`src/rtl/vcve2_multdiv_issue_if.sv`:
```
// Bundle of decoder request/response and multdiv drive signals for the multdiv issue controller.
// The slave modport is the controller's view; master is the decoder/multdiv side.
interface vcve2_multdiv_issue_if #(
    parameter int CntW = 6
);
    // request port from the decoder
    logic            req_valid;
    logic            req_ready;
    logic [1:0]      req_op;
    logic [1:0]      req_signed;
    logic [31:0]     req_a;
    logic [31:0]     req_b;
    logic            req_dit;
    logic            flush;

    // drive side towards the multiplier/divider
    logic            mult_en;
    logic            div_en;
    logic            mult_sel;
    logic            div_sel;
    logic [1:0]      operator;
    logic [1:0]      signed_mode;
    logic [31:0]     op_a;
    logic [31:0]     op_b;
    logic            data_ind_timing;
    logic            multdiv_ready_id;
    logic            md_valid;
    logic [31:0]     md_result;

    // response port
    logic            rsp_valid;
    logic            rsp_ready;
    logic [31:0]     rsp_result;
    logic [CntW-1:0] rsp_cycles;
    logic            lat_err;

    modport slave (
        input  req_valid, req_op, req_signed, req_a, req_b, req_dit, flush,
        output req_ready,
        output mult_en, div_en, mult_sel, div_sel, operator, signed_mode,
        output op_a, op_b, data_ind_timing, multdiv_ready_id,
        input  md_valid, md_result,
        output rsp_valid, rsp_result, rsp_cycles, lat_err,
        input  rsp_ready
    );

    modport master (
        output req_valid, req_op, req_signed, req_a, req_b, req_dit, flush,
        input  req_ready,
        input  mult_en, div_en, mult_sel, div_sel, operator, signed_mode,
        input  op_a, op_b, data_ind_timing, multdiv_ready_id,
        output md_valid, md_result,
        input  rsp_valid, rsp_result, rsp_cycles, lat_err,
        output rsp_ready
    );
endinterface

```
`src/rtl/vcve2_multdiv_issue.sv`:
```
// ID-side issue controller for the vcve2 multdiv: issues one op, measures its latency, returns the result.
// Optional latency check against the data-independent-timing figures: define VCVE2_MULTDIV_LAT_CHECK_EN.
module vcve2_multdiv_issue #(
    parameter int CntW       = 6,
    parameter int MulLatency = 4,
    parameter int DivLatency = 37
) (
    input  logic                    clk_i,
    input  logic                    rst_ni,
    vcve2_multdiv_issue_if.slave    bus
);

    typedef enum logic [1:0] {
        IDLE  = 2'd0,
        ISSUE = 2'd1,
        RESP  = 2'd2
    } state_e;

    state_e          state_reg, state_next;
    logic [1:0]      op_reg;
    logic [1:0]      signed_reg;
    logic [31:0]     a_reg;
    logic [31:0]     b_reg;
    logic            dit_reg;
    logic [CntW-1:0] cnt_reg;
    logic [CntW-1:0] cnt_inc;
    logic [31:0]     result_reg;
    logic [CntW-1:0] cycles_reg;

    logic            is_mul;
    logic            accept;
    logic            capture;
    logic            handshake;

    // MULL/MULH have op[1]=0, DIV/REM have op[1]=1
    assign is_mul  = ~op_reg[1];
    assign cnt_inc = (&cnt_reg) ? cnt_reg : cnt_reg + CntW'(1);

    assign accept    = (state_reg == IDLE)  && bus.req_valid;
    assign capture   = (state_reg == ISSUE) && bus.md_valid && !bus.flush;
    assign handshake = (state_reg == RESP)  && bus.rsp_ready;

    always_ff @(posedge clk_i or negedge rst_ni) begin
        if (!rst_ni) begin
            state_reg <= IDLE;
        end else begin
            state_reg <= state_next;
        end
    end

    always_comb begin
        state_next           = state_reg;
        bus.req_ready        = 1'b0;
        bus.mult_en          = 1'b0;
        bus.div_en           = 1'b0;
        bus.mult_sel         = 1'b0;
        bus.div_sel          = 1'b0;
        bus.multdiv_ready_id = 1'b0;
        bus.rsp_valid        = 1'b0;
        case (state_reg)
            IDLE: begin
                bus.req_ready = 1'b1;
                if (bus.req_valid) begin
                    state_next = ISSUE;
                end
            end
            ISSUE: begin
                bus.mult_en          = is_mul;
                bus.mult_sel         = is_mul;
                bus.div_en           = ~is_mul;
                bus.div_sel          = ~is_mul;
                bus.multdiv_ready_id = 1'b1;
                // a flush coinciding with md_valid discards the result
                if (bus.flush) begin
                    state_next = IDLE;
                end else if (bus.md_valid) begin
                    state_next = RESP;
                end
            end
            RESP: begin
                bus.rsp_valid = 1'b1;
                if (bus.rsp_ready) begin
                    state_next = IDLE;
                end
            end
            default: begin
                state_next = IDLE;
            end
        endcase
    end

    always_ff @(posedge clk_i or negedge rst_ni) begin
        if (!rst_ni) begin
            op_reg     <= '0;
            signed_reg <= '0;
            a_reg      <= '0;
            b_reg      <= '0;
            dit_reg    <= 1'b0;
            cnt_reg    <= '0;
            result_reg <= '0;
            cycles_reg <= '0;
        end else begin
            if (accept) begin
                op_reg     <= bus.req_op;
                signed_reg <= bus.req_signed;
                a_reg      <= bus.req_a;
                b_reg      <= bus.req_b;
                dit_reg    <= bus.req_dit;
                cnt_reg    <= '0;
            end else if (state_reg == ISSUE) begin
                cnt_reg <= cnt_inc;
            end
            if (capture) begin
                result_reg <= bus.md_result;
                cycles_reg <= cnt_inc;
            end
        end
    end

    assign bus.operator        = op_reg;
    assign bus.signed_mode     = signed_reg;
    assign bus.op_a            = a_reg;
    assign bus.op_b            = b_reg;
    assign bus.data_ind_timing = dit_reg;
    assign bus.rsp_result      = result_reg;
    assign bus.rsp_cycles      = cycles_reg;

`ifdef VCVE2_MULTDIV_LAT_CHECK_EN
    logic            lat_err_reg;
    logic [CntW-1:0] exp_lat;
    logic            lat_mismatch;

    assign exp_lat      = is_mul ? CntW'(MulLatency) : CntW'(DivLatency);
    assign lat_mismatch = dit_reg && (cnt_inc != exp_lat);

    always_ff @(posedge clk_i or negedge rst_ni) begin
        if (!rst_ni) begin
            lat_err_reg <= 1'b0;
        end else if (capture) begin
            lat_err_reg <= lat_mismatch;
        end else if (handshake) begin
            lat_err_reg <= 1'b0;
        end
    end

    always @(posedge clk_i) begin
        if (rst_ni && capture) begin
            assert (!lat_mismatch);
        end
    end

    assign bus.lat_err = lat_err_reg;
`else
    assign bus.lat_err = 1'b0;
`endif

endmodule
```
`src/flat_wrapper.sv`:
```
// flat-port wrapper written by rule: the top's interface ports become plain ports
module vcve2_multdiv_issue_flat 
#(
    parameter int CntW       = 6,
    parameter int MulLatency = 4,
    parameter int DivLatency = 37
)
  (clk_i, rst_ni, bus_req_valid, bus_req_op, bus_req_signed, bus_req_a, bus_req_b, bus_req_dit, bus_flush, bus_req_ready, bus_mult_en, bus_div_en, bus_mult_sel, bus_div_sel, bus_operator, bus_signed_mode, bus_op_a, bus_op_b, bus_data_ind_timing, bus_multdiv_ready_id, bus_md_valid, bus_md_result, bus_rsp_valid, bus_rsp_result, bus_rsp_cycles, bus_lat_err, bus_rsp_ready);
  vcve2_multdiv_issue_if #(.CntW(CntW)) bus_i ();
  input  logic clk_i;
  input  logic rst_ni;
  input wire logic [$bits(bus_i.req_valid)-1:0] bus_req_valid;
  input wire logic [$bits(bus_i.req_op)-1:0] bus_req_op;
  input wire logic [$bits(bus_i.req_signed)-1:0] bus_req_signed;
  input wire logic [$bits(bus_i.req_a)-1:0] bus_req_a;
  input wire logic [$bits(bus_i.req_b)-1:0] bus_req_b;
  input wire logic [$bits(bus_i.req_dit)-1:0] bus_req_dit;
  input wire logic [$bits(bus_i.flush)-1:0] bus_flush;
  output wire logic [$bits(bus_i.req_ready)-1:0] bus_req_ready;
  output wire logic [$bits(bus_i.mult_en)-1:0] bus_mult_en;
  output wire logic [$bits(bus_i.div_en)-1:0] bus_div_en;
  output wire logic [$bits(bus_i.mult_sel)-1:0] bus_mult_sel;
  output wire logic [$bits(bus_i.div_sel)-1:0] bus_div_sel;
  output wire logic [$bits(bus_i.operator)-1:0] bus_operator;
  output wire logic [$bits(bus_i.signed_mode)-1:0] bus_signed_mode;
  output wire logic [$bits(bus_i.op_a)-1:0] bus_op_a;
  output wire logic [$bits(bus_i.op_b)-1:0] bus_op_b;
  output wire logic [$bits(bus_i.data_ind_timing)-1:0] bus_data_ind_timing;
  output wire logic [$bits(bus_i.multdiv_ready_id)-1:0] bus_multdiv_ready_id;
  input wire logic [$bits(bus_i.md_valid)-1:0] bus_md_valid;
  input wire logic [$bits(bus_i.md_result)-1:0] bus_md_result;
  output wire logic [$bits(bus_i.rsp_valid)-1:0] bus_rsp_valid;
  output wire logic [$bits(bus_i.rsp_result)-1:0] bus_rsp_result;
  output wire logic [$bits(bus_i.rsp_cycles)-1:0] bus_rsp_cycles;
  output wire logic [$bits(bus_i.lat_err)-1:0] bus_lat_err;
  input wire logic [$bits(bus_i.rsp_ready)-1:0] bus_rsp_ready;
  assign bus_i.req_valid = bus_req_valid;
  assign bus_i.req_op = bus_req_op;
  assign bus_i.req_signed = bus_req_signed;
  assign bus_i.req_a = bus_req_a;
  assign bus_i.req_b = bus_req_b;
  assign bus_i.req_dit = bus_req_dit;
  assign bus_i.flush = bus_flush;
  assign bus_req_ready = bus_i.req_ready;
  assign bus_mult_en = bus_i.mult_en;
  assign bus_div_en = bus_i.div_en;
  assign bus_mult_sel = bus_i.mult_sel;
  assign bus_div_sel = bus_i.div_sel;
  assign bus_operator = bus_i.operator;
  assign bus_signed_mode = bus_i.signed_mode;
  assign bus_op_a = bus_i.op_a;
  assign bus_op_b = bus_i.op_b;
  assign bus_data_ind_timing = bus_i.data_ind_timing;
  assign bus_multdiv_ready_id = bus_i.multdiv_ready_id;
  assign bus_i.md_valid = bus_md_valid;
  assign bus_i.md_result = bus_md_result;
  assign bus_rsp_valid = bus_i.rsp_valid;
  assign bus_rsp_result = bus_i.rsp_result;
  assign bus_rsp_cycles = bus_i.rsp_cycles;
  assign bus_lat_err = bus_i.lat_err;
  assign bus_i.rsp_ready = bus_rsp_ready;
  vcve2_multdiv_issue #(.CntW(CntW), .MulLatency(MulLatency), .DivLatency(DivLatency)) u_core (.clk_i(clk_i), .rst_ni(rst_ni), .bus(bus_i));
endmodule
```
`config.mk`:
```
export PLATFORM = sky130hd
export DESIGN_NAME = vcve2_multdiv_issue_flat
export DESIGN_NICKNAME = d
export VERILOG_FILES = /design/src/rtl/vcve2_multdiv_issue_if.sv /design/src/rtl/vcve2_multdiv_issue.sv /design/src/flat_wrapper.sv
export SDC_FILE = /design/constraint.sdc
export NUM_CORES = 1
export LEC_CHECK = 0
export ABC_AREA = 1
export CELL_PAD_IN_SITES_DETAIL_PLACEMENT = 1
export CELL_PAD_IN_SITES_GLOBAL_PLACEMENT = 2
export CORE_MARGIN = 4
export CORE_UTILIZATION = 22
export DETAILED_ROUTE_END_ITERATION = 12
export PLACE_DENSITY = 0.85
export SLEW_MARGIN = 10
export SYNTH_ARGS = -nofsm -noshare
export SYNTH_HDL_FRONTEND = slang
export SYNTH_SLANG_ARGS = --single-unit
export TNS_END_PERCENT = 1
```
`constraint.sdc`:
```
create_clock -name clk_i -period 1.8 [get_ports clk_i]
set_clock_uncertainty 0.05 [all_clocks]
set_input_delay 0.18 -clock clk_i [delete_from_list [all_inputs] [get_ports clk_i]]
set_output_delay 0.18 -clock clk_i [all_outputs]
set_load 0.02 [all_outputs]
```
==> metrics <==
status completed; post-synthesis cell type count 19; TritonCTS clock tree built; Max Cap Viol 0; met2 Usage GRT 20.38%; cell row count 52; most frequent cells in the layout nand2_1 (342), clkdlybuf4s50_1 (212), dfrtp_1 (115); # IOs 222; core box area 0.02023 mm^2; Mapped Area 0.004539 mm^2; crit path kind reg -> out; R2R Path End u_core.bus.rsp_cycles[2]; area of the multi-input gates 0.001460 mm^2; DRC 0; Syn Nets 635; Via density 3.974; Post-DP HPWL 10.84 mm; CP startpoint kind register; Synth area leader dfrtp_1; r2r setup slk 0.31 ns; clock share of power 31.2%; max-slew violations 0; # fillers 2374; Worst EP required 1.57 ns; total number of vias 4113; R2R Path Start u_core.cnt_reg[0]; initial antenna violation count 0; Final WS setup 0.08593 ns; Die Height 151.6 um; First DRT Iteration DRCs 74; fin nets 860; cell area after placement 0.007041 mm^2; internal power 7430 uW; layout cells sized above 1 6.797%; first-pass GRT wire length 23.98 mm; Clock Latency Late Sink 0.40 ns; RSZ-0062 raised after global routing false; placed cells 1002; worst slew pin tran 0.6707 ns; fraction of power spent switching nets 33.77%; CP Capture Type primary output; CP startpoint u_core.state_reg[1]; PortBufs 220; Seq/Total Area, Yosys 63.40%; Starting Density 22.43%; met1 usage 15.96%; R2R depth 7; Clock transition at path regs 0.06 ns; Area growth, synth to finish 68.30%; syn avg cell area 8.614 um^2; All-Layer GR Usage 13.40%; CTS buffer count 17; pre-CTS setup slack 0.1223 ns; Fin. Hold Viols 0; FF/Latch Area 0.002878 mm^2; commonest non-fill, non-tap cell in the layout nand2_1; post-route ant nets 0; Ys Warns 0; logic gate share of total power 35.1%; CTS sink cnt 115; sequential power share 33.7%; die area 0.02300 mm^2; Final Critical Period 1.714 ns; Most Crowded Layer GR met2; drt first pass iters 4; Worst Path Arrival 1.48 ns; top cell type's share of synthesized area 63.40%; top cells by area, synth dfrtp_1 (63%), nand2_1 (28%), buf_2 (1.2%), nand3_1 (1.2%), buf_6 (0.99%); Max FO, Critical Path 9; crit share post-route 95.23%; fin area 0.007640 mm^2; Hold Path Class in -> reg; Tot Pwr 11220 uW; Psw 3788 uW; Total Wirelength 15.11 mm; final cell count without fillers 1035; GPL Wtd Cong 0.7498; GR Layer Usage met3 8.209%; largest net degree at the start of global routing 116; VDD IR max 631.0 uV; CTS root buffer clkbuf_16; CTS H-tree lvls 4; ant diodes 0; Max Fclk 583.4 MHz; Leak 0.003736 uW; Mapped Cells 527; vias in the first global route 4474; die width 151.6 um; Final Setup Violations 0; Worst Setup EP bus_multdiv_ready_id; flip-flop and latch count after synthesis 115; Worst slew margin 55.28%; WL/cell 14.60 um; Post-CTS Setup Bufs 0; grt ovf 0; utilization after layout 37.76%; CTS Buffer Depth 2; Power per Cell Area 1468 mW/mm^2
power by group through the flow:
stage	registers, uW	clock network, uW	logic (uW)
2_1_floorplan	4690	0	933
3_3_place_gp	3790	0	4000
3_5_place_dp	3830	0	4030
4_1_cts	3800	3620	4030
5_1_grt	3900	3740	4310
6_report	3790	3500	3930
routing by layer:
| layer | wire [um] | up-vias |
|---|---|---|
| met5 | 0 | - |
| met3 | 2072 | 12 |
| met2 | 6527 | 172 |
| met1 | 6261 | 1894 |
| met4 | 248 | 0 |
| li1 | - | 2035 |
worst min-delay path by stage:
stage	startpoint	end	slack, ns	cells after the start
after floorplan	rst_ni	u_core.bus.data_ind_timing	-0.17	0
after global placement	rst_ni	u_core.bus.signed_mode[1]	0.30	2
after detailed placement	rst_ni	u_core.bus.signed_mode[1]	0.29	2
after CTS	bus_req_b[13]	u_core.bus.op_b[13]	0.23	3
after global routing	bus_req_signed[1]	u_core.bus.signed_mode[1]	0.25	3
final	bus_req_b[13]	u_core.bus.op_b[13]	0.25	3
cell usage after synthesis:
library cell,n
buf_2,11
buf_4,3
buf_6,4
clkbuf_1,7
conb_1,1
dfrtp_1,115
ha_1,1
inv_1,11
inv_2,3
nand2_1,342
nand2_2,1
nand3_1,11
nand3_2,1
nand3b_1,1
nor2_1,8
nor2_4,1
o21ai_0,2
o21bai_1,2
o31ai_1,2
worst max-delay path, cell delays in order, from the launching register on:
cell and delay, ns:
dfrtp_1 0.42, nor2_4 0.12, buf_4 0.17, dlygate4sd2_1 0.37
final cells by class:
cell class | instances | area share (%)
Sequential cell | 115 | 37.67
Timing Repair Buffer | 231 | 30.09
Multi-Input combinational cell | 373 | 19.11
Clock buffer | 20 | 5.978
Tap cell | 270 | 4.422
Clock inverter | 12 | 2.047
Inverter | 14 | 0.6878
cells by family after synthesis:
logic type / after synthesis / synth area share, %
AND/OR/NAND/NOR: 365 / 30.93
flip-flops: 115 / 63.40
buffers and inverters: 39 / 4.438
AO/OA/AOI/OAI: 6 / 0.8818
adder cells (fa/ha/maj): 1 / 0.2756
other: 1 / 0.08261
stage by stage:
| step | TNS (ns) | hold slack (ns) |
|---|---|---|
| floorplan | 0 | -0.1656 |
| global placement | 0 | 0.2952 |
| detailed placement | 0 | 0.2934 |
| CTS | -0.002799 | 0.2329 |
| global route | 0 | 0.2472 |
| finish | 0 | 0.2523 |
timing repair:
| action | CTS | global route |
|---|---|---|
| resized for setup | 9 | 8 |
| pin swaps | 0 | 0 |
| endpoints found under the hold margin | 115 | 0 |
| hold buffers | 1 | 0 |
| endpoints found under the setup margin | 7 | 4 |
Power figures use the tool's default switching activity.
